$ cat config.mk
export PLATFORM = sky130hd
export DESIGN_NAME = dev_timer_flat
export DESIGN_NICKNAME = d
export VERILOG_FILES = /design/src/rtl/dev_timer_pkg.sv /design/src/rtl/dev_timer_if.sv /design/src/rtl/dev_timer.sv /design/src/flat_wrapper.sv
export SDC_FILE = /design/constraint.sdc
export NUM_CORES = 1
export LEC_CHECK = 0
export BUFFER_PORTS_ARGS = -buffer_cell sky130_fd_sc_hd__buf_2
export CORE_MARGIN = 2
export CORE_UTILIZATION = 50
export CTS_BUF_LIST = sky130_fd_sc_hd__clkbuf_8
export DETAILED_ROUTE_END_ITERATION = 7
export PLACE_DENSITY = 0.79
export SLEW_MARGIN = 25
export SYNTH_ARGS = -nofsm -noshare
export SYNTH_HDL_FRONTEND = slang
export SYNTH_SLANG_ARGS = --single-unit
$ cat constraint.sdc
create_clock -name clk_i -period 2.19 [get_ports clk_i]
set_input_delay 0.1095 -clock clk_i [delete_from_list [all_inputs] [get_ports clk_i]]
set_output_delay 0.1095 -clock clk_i [all_outputs]
set_load 0.05 [all_outputs]
$ cat src/rtl/dev_timer_pkg.sv
// rtl/dev_timer_pkg.sv - register map, CTRL fields, MODE and FSM encodings for dev_timer
package dev_timer_pkg;

   // Word offsets selected by Addr[3:2]
   localparam logic [1:0] OFF_CTRL   = 2'd0;
   localparam logic [1:0] OFF_PRESET = 2'd1;
   localparam logic [1:0] OFF_COUNT  = 2'd2;
   localparam logic [1:0] OFF_RSVD   = 2'd3;

   // CTRL bit positions; only CTRL[3:0] is stored
   localparam int CTRL_EN      = 0;
   localparam int CTRL_MODE_LO = 1;
   localparam int CTRL_MODE_HI = 2;
   localparam int CTRL_IM      = 3;
   localparam int CTRL_W       = 4;

   // MODE encodings; 1x behaves as one-shot
   localparam logic [1:0] MODE_ONESHOT = 2'b00;
   localparam logic [1:0] MODE_AUTO    = 2'b01;

   // Bridge address window occupied by this device (four words)
   localparam logic [31:0] DEV_TIMER_BEGIN = 32'h0000_7F00;
   localparam logic [31:0] DEV_TIMER_END   = 32'h0000_7F0F;

   typedef enum logic [1:0] {
      ST_IDLE = 2'd0,
      ST_LOAD = 2'd1,
      ST_CNT  = 2'd2,
      ST_INT  = 2'd3
   } state_e;

   // Used by the bridge to decide whether an address belongs to this device
   function automatic logic in_window(input logic [31:0] addr);
      return (addr >= DEV_TIMER_BEGIN) && (addr <= DEV_TIMER_END);
   endfunction

   function automatic logic is_auto_reload(input logic [1:0] mode);
      return mode == MODE_AUTO;
   endfunction

endpackage

$ cat src/rtl/dev_timer_if.sv
// rtl/dev_timer_if.sv - bridge-to-device register bus for dev_timer
interface dev_timer_if;
   logic [31:0] addr;
   logic        we;
   logic [31:0] din;
   logic [31:0] dout;
   logic        irq;

   // Bridge / CPU side
   modport master (
      output addr,
      output we,
      output din,
      input  dout,
      input  irq
   );

   // Device side
   modport slave (
      input  addr,
      input  we,
      input  din,
      output dout,
      output irq
   );
endinterface

$ cat src/rtl/dev_timer.sv
// rtl/dev_timer.sv - memory-mapped countdown timer with level interrupt
module dev_timer
   import dev_timer_pkg::*;
#(
   parameter logic [31:0] PRESET_RST = 32'h0
)
(
   input  logic       clk_i,
   input  logic       reset_i,
   dev_timer_if.slave bus
);

   logic [CTRL_W-1:0] ctrl_q;
   logic [31:0]       preset_q;
   logic [31:0]       count_q;
   logic [31:0]       count_d;
   logic              irq_flag_q;
   state_e            state_q;

   logic [1:0]        sel;
   logic              wr_ctrl;
   logic              wr_preset;
   logic              unused_addr_bits;

   assign sel              = bus.addr[3:2];
   assign unused_addr_bits = ^{bus.addr[31:4], bus.addr[1:0]};
   assign wr_ctrl          = bus.we && (sel == OFF_CTRL);
   assign wr_preset        = bus.we && (sel == OFF_PRESET);

   // Decremented count while counting; stops at 0 instead of wrapping
   always_comb begin
      count_d = '0;
      if (count_q > 32'd1) begin
         count_d = count_q - 32'd1;
      end
   end

   // Timer FSM plus register writes; CPU writes are placed last so they win over FSM updates
   always_ff @(posedge clk_i) begin
      if (reset_i) begin
         ctrl_q     <= '0;
         preset_q   <= PRESET_RST;
         count_q    <= '0;
         irq_flag_q <= 1'b0;
         state_q    <= ST_IDLE;
      end else begin
         unique case (state_q)
            ST_IDLE: begin
               if (ctrl_q[CTRL_EN]) begin
                  state_q <= ST_LOAD;
               end
            end
            ST_LOAD: begin
               count_q <= preset_q;
               state_q <= ST_CNT;
            end
            ST_CNT: begin
               if (!ctrl_q[CTRL_EN]) begin
                  state_q <= ST_IDLE;
               end else if (count_q > 32'd1) begin
                  count_q <= count_d;
               end else begin
                  count_q    <= '0;
                  irq_flag_q <= 1'b1;
                  state_q    <= ST_INT;
               end
            end
            ST_INT: begin
               if (is_auto_reload(ctrl_q[CTRL_MODE_HI:CTRL_MODE_LO])) begin
                  irq_flag_q <= 1'b0;
               end else begin
                  ctrl_q[CTRL_EN] <= 1'b0;
               end
               state_q <= ST_IDLE;
            end
            default: state_q <= ST_IDLE;
         endcase

         if (wr_ctrl) begin
            ctrl_q     <= bus.din[CTRL_W-1:0];
            irq_flag_q <= 1'b0;
         end
         if (wr_preset) begin
            preset_q <= bus.din;
         end
      end
   end

   // Zero-latency read mux; reserved slot reads as zero
   always_comb begin
      bus.dout = '0;
      unique case (sel)
         OFF_CTRL:   bus.dout = {{(32-CTRL_W){1'b0}}, ctrl_q};
         OFF_PRESET: bus.dout = preset_q;
         OFF_COUNT:  bus.dout = count_q;
         default:    bus.dout = '0;
      endcase
   end

   assign bus.irq = irq_flag_q & ctrl_q[CTRL_IM];

endmodule

$ cat src/flat_wrapper.sv
// flat-port wrapper written by rule: the top's interface ports become plain ports
module dev_timer_flat import dev_timer_pkg::*;
#(
   parameter logic [31:0] PRESET_RST = 32'h0
)
  (clk_i, reset_i, bus_addr, bus_we, bus_din, bus_dout, bus_irq);
  dev_timer_if bus_i ();
  input  logic clk_i;
  input  logic reset_i;
  input wire logic [$bits(bus_i.addr)-1:0] bus_addr;
  input wire logic [$bits(bus_i.we)-1:0] bus_we;
  input wire logic [$bits(bus_i.din)-1:0] bus_din;
  output wire logic [$bits(bus_i.dout)-1:0] bus_dout;
  output wire logic [$bits(bus_i.irq)-1:0] bus_irq;
  assign bus_i.addr = bus_addr;
  assign bus_i.we = bus_we;
  assign bus_i.din = bus_din;
  assign bus_dout = bus_i.dout;
  assign bus_irq = bus_i.irq;
  dev_timer #(.PRESET_RST(PRESET_RST)) u_core (.clk_i(clk_i), .reset_i(reset_i), .bus(bus_i));
endmodule
==> results.yml, run 1 <==
pwr:
  switching_share_pct: 26.1
  pwr-share-seq_pct: 51.4
  power.density_nw_per_um2: 518
  power_switching_uw: 678
  p_comb_share_pct: 12.0
  leakagePower_nw: 2.10
  ir_drop_uv: 349
  intPower_mw: 1.92
  p_total_mw: 2.60
  power_frac_clock_pct: 36.6
global_route:
  first_global_vias: 4259
  antenna_found_initial: 0
  grt_pass1_wl_um: 19600
  grt_util_all_layers_pct: 27.8
  grt_overflow_total: 0
  grt_max_degree: 37
status:
  outcome: "finished with violations"
  violations: "negative setup slack"
route:
  drt-initial-drc-count: 328
  route.detailed.wl_per_inst_um: 16.4
  detail-route-antenna-nets: 0
  drc: 0
  vias: 4425
  routed_wirelength_um: 11800
  drt-pass1-iter-count: 5
  vias_per_cell: 6.15
die:
  die_w_um: 93.1
  core.rowCount: 32
  fp.dieH_um: 93.1
  die_area_um2: 8670
  ioPinCount: 100
  start_util_pct: 51.4
  coreArea_um2: 7730
worst_setup_path:
  cp.required_ps: 2420
  r2r_slack_ps: -20
  path_max_fanout: 20
  arrival_ps: 2440
  endpoint_kind: "flip-flop"
  start_kind: "flip-flop"
  setup.worst_path.class: "flip-flop to flip-flop"
timing:
  hold_viol_final: 0
  slew-limit-headroom_pct: 61.2
  slew_viol_final: 0
  skew_ps: 5.66
  fmax_ghz: 0.452
  setup_viol: 7
  worstMarginPinSlew_ps: 583
  setup_tns_ps: -82.0
  finalWorstSetupSlack_ps: -22.1
  rsz0062_at_grt: "yes"
  fin_crit_sh_pct: 101
  period_needed_ps: 2210
synthesis:
  synth-compound-area-share_pct: 28.6
  synthFlopType: "dfxtp_1"
  syn_nets: 588
  syn_inst: 519
  muxShareOfSynthArea_pct: 2.02
  synth.distinct_cells: 52
  yosys.area_share.simple_pct: 25.9
  post-synth-top-area-fraction_pct: 35.8
  ys_seq_elements: 71
  synth_xor_area_share_pct: 0.221
  synth_top_family_by_area: "compound AO/OA/AOI/OAI gates"
  yosys.area_share.adder_pct: 0.631
  yosys.area.top_type: "dfxtp_1"
  synth-seq-area-share_pct: 35.8
  synth_edf_count: 0
  yosys-top-cells-area: "dfxtp_1, nand2_1, a21oi_1"
  avgSynthCellArea_um2: 7.65
  async_reset_ff_share_pct: 0
  synth_warnings: 0
  netlist_area_um2: 3970
finish:
  final_layout_size_suffix_gt1_share_pct: 24.6
  fillers: 665
  nets: 685
  syn_to_final_growth_pct: 26.5
  regArea_um2: 1420
  fin_util_pct: 65.0
  multi_input_area_um2: 2320
  diodes: 0
place:
  place.gp.congestion: 0.895
  io_buffers: 69
  hpwl_um: 7960
  place_ws_ps: 10.0
clock_tree:
  numCtsBuffers: 9
  post_cts_buffers: 0
  h-tree-depth: 3
  path_clk_slew_ps: 70
  clk_latency_ps: 340
  cts-root-buf: "clkbuf_8"
  clockBufferDepth: 2
  cts_tree: "built"
  clock_sinks: 71
flow_run:
  max_cap_viol_count: 0
worst_hold_path:
  hold_path_class: "primary input to flip-flop"
## cells by family (layout without fill, tap and decap cells)
family,Yosys count,count (layout)
DFF,71,71
xor gates and xnor gates,1,1
and+or+nand+nor,207,207
muxes,8,8
AOI/OAI and AO/OA,164,164
buffers and inverters,66,165
adders and majority gates,2,2
## Yosys cell counts (7+ instances only)
cell type	n
a21oi_1	56
a22o_1	28
a22oi_1	7
a31oi_1	21
clkbuf_1	39
dfxtp_1	71
inv_1	12
mux2i_1	8
nand2_1	96
nand3_1	18
nand4_1	11
nor2_1	19
nor3_1	9
nor4_1	14
o211ai_1	9
o21ai_0	8
o32ai_1	7
## registers in the layout, indices dropped and copies added (netlist names)
signal             cells
u_core.ctrl_q          4
u_core.count_q        32
u_core.irq_flag_q      1
u_core.state_q         2
u_core.preset_q       32
## worst max-delay path: stages (launching register included)
cell and delay (ps):
dfxtp_1 320, nor4_1 470, nand4b_1 210, or4b_4 600
buf_6 190, a32oi_1 200, o22ai_1 100
## placed cells by master (no fill, tap or decap), types with 7 or more instances in the layout
cell type and count:
a22oi_1 7, nor3_1 9, nor2_1 19, buf_4 54
nor4_1 12, a31oi_1 20, a22o_1 28, dlygate4sd3_1 15
nand2_1 96, inv_1 12, a21oi_1 55, o32ai_1 7
clkbuf_8 12, dfxtp_1 71, o21ai_0 8, mux2i_1 8
o211ai_1 9, buf_2 69, nand3_1 18, nand4_1 11
## timing repair
action                                  4_1_cts  5_1_grt
resized for setup                             1        7
hold endpoints to repair                     15        0
endpoints found under the setup margin        1       22
hold buffers                                 15        0
## per-stage QoR
stage,hold WS [ps],instances,instance area [um^2]
final,2.53,720,5020
after global routing,7.17,720,5020
after global placement,349,692,4660
after floorplan,245,519,4010
after detailed placement,355,692,4660
after CTS,0.830,720,4990
## final cells by class
class	instances	share of cell area [%]
Inverter	12	0.897
Clock inverter	1	0.0997
Multi-Input combinational cell	382	46.3
Timing Repair Buffer	140	18.6
Clock buffer	12	3.29
Sequential cell	71	28.3
Tap cell	102	2.54
## per-layer routing
| layer | track usage, % | up-vias | share of wire, % |
|---|---|---|---|
| met3 | 4.59 | 20 | 6.9 |
| met4 | 8.33 | 0 | 1.4 |
| met1 | 36.4 | 2062 | 44 |
| met5 | 0 | - | 0 |
| li1 | - | 2110 | - |
| met2 | 47.2 | 233 | 48 |
## power groups by stage
| stage | Sequential, mW | Combinational (mW) | Clock (mW) |
|---|---|---|---|
| 2_1_floorplan | 1.36 | 0.185 | 0 |
| 3_3_place_gp | 1.36 | 0.273 | 0 |
| 3_5_place_dp | 1.37 | 0.279 | 0 |
| 4_1_cts | 1.34 | 0.302 | 0.969 |
| 5_1_grt | 1.34 | 0.338 | 1.01 |
| 6_report | 1.34 | 0.311 | 0.952 |
## final timing paths
path | startpoint | cells past startpoint | to
max | u_core.count_q[19]$_SDFFE_PP0P_ | 6 | u_core.count_q[25]$_SDFFE_PP0P_
min | bus_din[6] | 3 | u_core.preset_q[6]$_SDFFE_PP0P_
max reg2reg | u_core.count_q[19]$_SDFFE_PP0P_ | 6 | u_core.count_q[25]$_SDFFE_PP0P_
min reg2reg | u_core.preset_q[5]$_SDFFE_PP0P_ | 2 | u_core.preset_q[5]$_SDFFE_PP0P_
Power figures use the tool's default switching activity.
==> run 2: changes to the inputs <==
--- a/config.mk
+++ b/config.mk
@@ -7,10 +7,11 @@
 export LEC_CHECK = 0
 export BUFFER_PORTS_ARGS = -buffer_cell sky130_fd_sc_hd__buf_2
 export CORE_MARGIN = 2
-export CORE_UTILIZATION = 50
+export CORE_UTILIZATION = 46
 export CTS_BUF_LIST = sky130_fd_sc_hd__clkbuf_8
 export DETAILED_ROUTE_END_ITERATION = 7
-export PLACE_DENSITY = 0.79
+export PLACE_DENSITY = 0.73
+export REMOVE_ABC_BUFFERS = 1
 export SLEW_MARGIN = 25
 export SYNTH_ARGS = -nofsm -noshare
 export SYNTH_HDL_FRONTEND = slang
==> run 2 against run 1 <==
  * The run now ends clean
  * Sequential cell count unchanged
  * Sequential power hardly changed
  * Global-route usage is 3.1 points lower
  * Clock skew increased by 1.8 ps
  * Critical path type unchanged
  * Critical endpoint is now u_core.count_q[2]$_SDFFE_PP0P_
==> results.yml, run 2 (same netlist as run 1, synthesis figures left out) <==
worst_setup_path:
  cp.required_ps: 2420
  path_max_fanout: 17
  arrival_ps: 2410
  start_kind: "flip-flop"
  timing.rr.end: "u_core.count_q[2]$_SDFFE_PP0P_"
  r2r_slack_ps: 6
  endpoint_kind: "flip-flop"
  setup.worst_path.class: "flip-flop to flip-flop"
  r2r_start: "u_core.count_q[24]$_SDFFE_PP0P_"
  r2r_cells: 6
global_route:
  grt_util_all_layers_pct: 24.7
  first_global_vias: 4121
  grt_max_degree: 40
  grt_overflow_total: 0
  antenna_found_initial: 0
  grt_pass1_wl_um: 19700
route:
  drc: 0
  drt-pass1-iter-count: 6
  detail-route-antenna-nets: 0
  drt-initial-drc-count: 301
  routed_wirelength_um: 11700
  vias: 4379
  route.detailed.wl_per_inst_um: 16.2
  vias_per_cell: 6.03
clock_tree:
  h-tree-depth: 3
  clk_latency_ps: 350
  cts_tree: "built"
  clock_sinks: 71
  path_clk_slew_ps: 70
  cts-root-buf: "clkbuf_8"
  numCtsBuffers: 9
  clockBufferDepth: 2
  post_cts_buffers: 0
finish:
  nets: 686
  syn_to_final_growth_pct: 27.3
  final_layout_size_suffix_gt1_share_pct: 24.0
  diodes: 0
  fin_area_um2: 5050
  layout_common_cells: "nand2_1, dfxtp_1, buf_2"
  mostFrequentLayoutCell: "nand2_1"
  reg_top3: "u_core.count_q: 32 flops, u_core.preset_q: 32 flops, u_core.ctrl_q: 4 flops"
  fillers: 757
  fin_util_pct: 60.9
pwr:
  power.density_nw_per_um2: 538
  power_switching_uw: 703
  intPower_mw: 2.02
  p_comb_share_pct: 11.7
  ir_drop_uv: 294
  pwr-share-seq_pct: 49.1
  power_frac_clock_pct: 39.2
  switching_share_pct: 25.9
  leakagePower_nw: 2.11
timing:
  setup_viol: 0
  fin_crit_sh_pct: 99.7
  rsz0062_at_grt: "yes"
  slew_viol_final: 0
  finalWorstSetupSlack_ps: 5.98
  fmax_ghz: 0.458
  period_needed_ps: 2180
  slew-limit-headroom_pct: 65.9
  worstMarginPinSlew_ps: 512
  skew_ps: 7.49
  hold_viol_final: 0
worst_hold_path:
  hold_path_class: "primary input to flip-flop"
  hp-start: "bus_din[30]"
  whs_path_depth: 3
  worst_hold_path.endpoint: "u_core.preset_q[30]$_SDFFE_PP0P_"
place:
  io_buffers: 69
  placed_area_um2: 4640
  place_ws_ps: -53.4
  place.gp.congestion: 0.907
  hpwl_um: 7920
die:
  start_util_pct: 47.8
  die_w_um: 96.9
  die_area_um2: 9390
  ioPinCount: 100
  coreArea_um2: 8300
  core.rowCount: 33
  fp.dieH_um: 96.9
status:
  outcome: "completed"
flow_run:
  max_cap_viol_count: 0
==> run 2: cell count changes in the layout (fill, tap and decap cells not counted), sizes merged <==
cell / previous run / this run
buf: 125 / 122
bufinv: 0 / 1
clkinv: 1 / 3
dlygate4sd3: 15 / 19
clkbuf: 12 / 11
==> run 2: power groups by stage <==
stage	clock network (mW)	logic, mW	registers, mW
final	1.07	0.318	1.33
after global routing	1.14	0.345	1.34
after CTS	1.07	0.313	1.33
after detailed placement	0	0.283	1.36
after global placement	0	0.278	1.36
after floorplan	0	0.144	1.36
==> run 2: worst max-delay path, cell delays in order, from the launching register on <==
cell	delay [ps]
dfxtp_1	370
nor4_2	390
nand4_1	220
or4b_4	580
buf_6	190
a32oi_1	200
o32ai_1	120
==> run 2: metrics by stage <==
stage	power, mW	setup TNS [ps]	std cells	hold slack (ps)
2_1_floorplan	1.50	-43610	465	174
3_3_place_gp	1.64	-22.4	692	350
3_5_place_dp	1.65	-201	692	354
4_1_cts	2.72	-107	726	0.164
5_1_grt	2.82	-350	726	4.70
6_report	2.72	0	726	2.05
==> run 2: area by class of cell <==
type	count	area, um^2	share of cell area, %
clock buffer	11	151	3.00
clock inverter	4	45.0	0.892
sequential	71	1420	28.1
tap	105	131	2.60
inverter	12	45.0	0.892
timing repair buffer	141	957	18.9
multi-input combinational	382	2300	45.5
==> run 2: how the worst max path moves through the flow <==
stage / from / to / slack (ps) / cells past startpoint
3_3_place_gp: u_core.count_q[2]$_SDFFE_PP0P_ / u_core.count_q[8]$_SDFFE_PP0P_ / -20 / 6
6_report: u_core.count_q[24]$_SDFFE_PP0P_ / u_core.count_q[2]$_SDFFE_PP0P_ / 6 / 6
2_1_floorplan: u_core.state_q[0]$_SDFFE_PP0P_ / u_core.count_q[28]$_SDFFE_PP0P_ / -1700 / 5
3_5_place_dp: u_core.count_q[2]$_SDFFE_PP0P_ / u_core.count_q[8]$_SDFFE_PP0P_ / -50 / 6
5_1_grt: u_core.count_q[2]$_SDFFE_PP0P_ / u_core.count_q[8]$_SDFFE_PP0P_ / -60 / 6
4_1_cts: u_core.count_q[2]$_SDFFE_PP0P_ / u_core.count_q[2]$_SDFFE_PP0P_ / -30 / 6
==> run 2: per-layer routing <==
layer	GRT usage [%]	routed length (um)	vias to the layer above
met2	41.5	5580	185
met4	7.91	248	0
met5	0	0	-
met1	32.4	5140	2043
li1	-	-	2117
met3	4.19	751	34
==> run 2: timing repair <==
item,in CTS,in global routing
resized for setup,3,3
hold buffers,19,0
hold endpoints to repair,19,0
pin swaps,0,1
endpoints found under the setup margin,8,26
==> run 3: changes to the inputs <==
--- a/config.mk
+++ b/config.mk
@@ -10,7 +10,7 @@
 export CORE_UTILIZATION = 46
 export CTS_BUF_LIST = sky130_fd_sc_hd__clkbuf_8
 export DETAILED_ROUTE_END_ITERATION = 7
-export PLACE_DENSITY = 0.73
+export PLACE_DENSITY = 0.71
 export REMOVE_ABC_BUFFERS = 1
 export SLEW_MARGIN = 25
 export SYNTH_ARGS = -nofsm -noshare
==> constraint.sdc (replaced) <==
create_clock -name clk_i -period 2.79 [get_ports clk_i]
set_input_delay 0.1395 -clock clk_i [delete_from_list [all_inputs] [get_ports clk_i]]
set_output_delay 0.1395 -clock clk_i [all_outputs]
set_load 0.05 [all_outputs]
==> run 3 against run 2 <==
  * Worst hold slack better by 14 ps
  * Maximum frequency is 11% lower
  * Total power is 28% lower
  * Critical path type unchanged
  * Largest cell class unchanged
  * Largest power group unchanged
  * Highest routed layer unchanged
==> results.yml, run 3 (same netlist as run 1, synthesis figures left out) <==
timing:
  hold_viol_final: 0
  rsz0062_at_grt: "no"
  slew-limit-headroom_pct: 39.9
  finalWorstSetupSlack_ps: 338
  period_needed_ps: 2450
  holdWs_ps: 15.8
  fmax_ghz: 0.408
  fin_crit_sh_pct: 87.9
  slew_viol_final: 0
  setup_viol: 0
  worstMarginPinSlew_ps: 900
  setup_tns_ps: 0
  skew_ps: 5.32
worst_setup_path:
  crit_chain: "or4_4 -> nor4_4 -> or4b_1 -> buf_4 -> a32oi_1 -> o22ai_1"
  setup.worst_path.class: "flip-flop to flip-flop"
  max_stage_delay_ps: 580
  arrival_ps: 2690
  cp.required_ps: 3020
  crit_path_top_delay_cell: "or4_4"
  start_kind: "flip-flop"
  endpoint_kind: "flip-flop"
  path_max_fanout: 25
die:
  die_w_um: 96.9
  coreArea_um2: 8300
  ioPinCount: 100
  fp.dieH_um: 96.9
  core.rowCount: 33
  start_util_pct: 47.8
  die_area_um2: 9390
finish:
  multi_input_area_um2: 2290
  layout_common_cells: "nand2_1, dfxtp_1, buf_2"
  diodes: 0
  fillers: 812
  reg_top3: "u_core.count_q: 32 flops, u_core.preset_q: 32 flops, u_core.ctrl_q: 4 flops"
  final_layout_size_suffix_gt1_share_pct: 20.0
  stdcell_count: 680
  fin_util_pct: 55.4
  mostFrequentLayoutCell: "nand2_1"
  fin_area_um2: 4600
  regArea_um2: 1420
  nets: 640
  syn_to_final_growth_pct: 15.8
global_route:
  grt_max_degree: 40
  antenna_found_initial: 0
  busiest_layer: "met2"
  first_global_vias: 3762
  met2_usage_pct: 35.8
  grt_overflow_total: 0
  grt_util_all_layers_pct: 24.0
  met3_usage_pct: 5.71
  use_met1_pct: 34.3
  grt_pass1_wl_um: 18900
place:
  place_ws_ps: 394
  hpwl_um: 7490
  dp.cells: 665
  place.gp.congestion: 0.888
  placed_area_um2: 4440
  io_buffers: 69
clock_tree:
  cts-root-buf: "clkbuf_8"
  clk_latency_ps: 350
  h-tree-depth: 3
  path_clk_slew_ps: 70
  cts_resized: 0
  post_cts_buffers: 0
  cts_tree: "built"
  clock_sinks: 71
  numCtsBuffers: 9
  postCtsHoldBufs: 0
  clockBufferDepth: 2
route:
  drc: 0
  vias_per_cell: 6.07
  drt-pass1-iter-count: 5
  routed_wirelength_um: 11200
  vias: 4129
  route.detailed.wl_per_inst_um: 16.5
  drt-initial-drc-count: 302
  detail-route-antenna-nets: 0
worst_hold_path:
  hold_path_class: "primary input to flip-flop"
pwr:
  leakagePower_nw: 1.87
  ir_drop_uv: 260
  power.density_nw_per_um2: 426
  p_total_mw: 1.96
flow_run:
  max_cap_viol_count: 0
status:
  outcome: "completed"
run 3: area by class of cell:
| cell class | count | area share, % |
|---|---|---|
| clock buffer | 10 | 2.99 |
| clock inverter | 5 | 0.436 |
| inverter | 12 | 0.980 |
| multi-input combinational | 382 | 49.8 |
| sequential | 71 | 30.9 |
| tap | 105 | 2.86 |
| timing repair buffer | 95 | 12.0 |
run 3: path summary, 6_finish.rpt:
| path | start | to | slack, ps | cells past startpoint |
|---|---|---|---|---|
| max | u_core.count_q[2]$_SDFFE_PP0P_ | u_core.count_q[25]$_SDFFE_PP0P_ | 340 | 6 |
| min | bus_din[30] | u_core.preset_q[30]$_SDFFE_PP0P_ | 20 | 3 |
| max reg2reg | u_core.count_q[2]$_SDFFE_PP0P_ | u_core.count_q[25]$_SDFFE_PP0P_ | 340 | 6 |
| min reg2reg | u_core.preset_q[22]$_SDFFE_PP0P_ | u_core.preset_q[22]$_SDFFE_PP0P_ | 470 | 2 |
run 3: report_power, final:
group	internal, mW	switching, mW	total [mW]
combinational	0.0721	0.142	0.214
clock	0.328	0.368	0.696
sequential	1.03	0.0170	1.05
run 3: critical path: cells and delay by family, from the launching register on:
| kind | cells | cell delay, ps |
|---|---|---|
| compound gates | 2 | 360 |
| buf+inv | 1 | 250 |
| flops | 1 | 390 |
| simple gates | 3 | 1330 |
run 3: layer usage:
metal	share of wire, %	up-vias
met4	1.3	0
li1	-	2025
met1	48	1934
met5	0	-
met3	6.5	13
met2	45	157
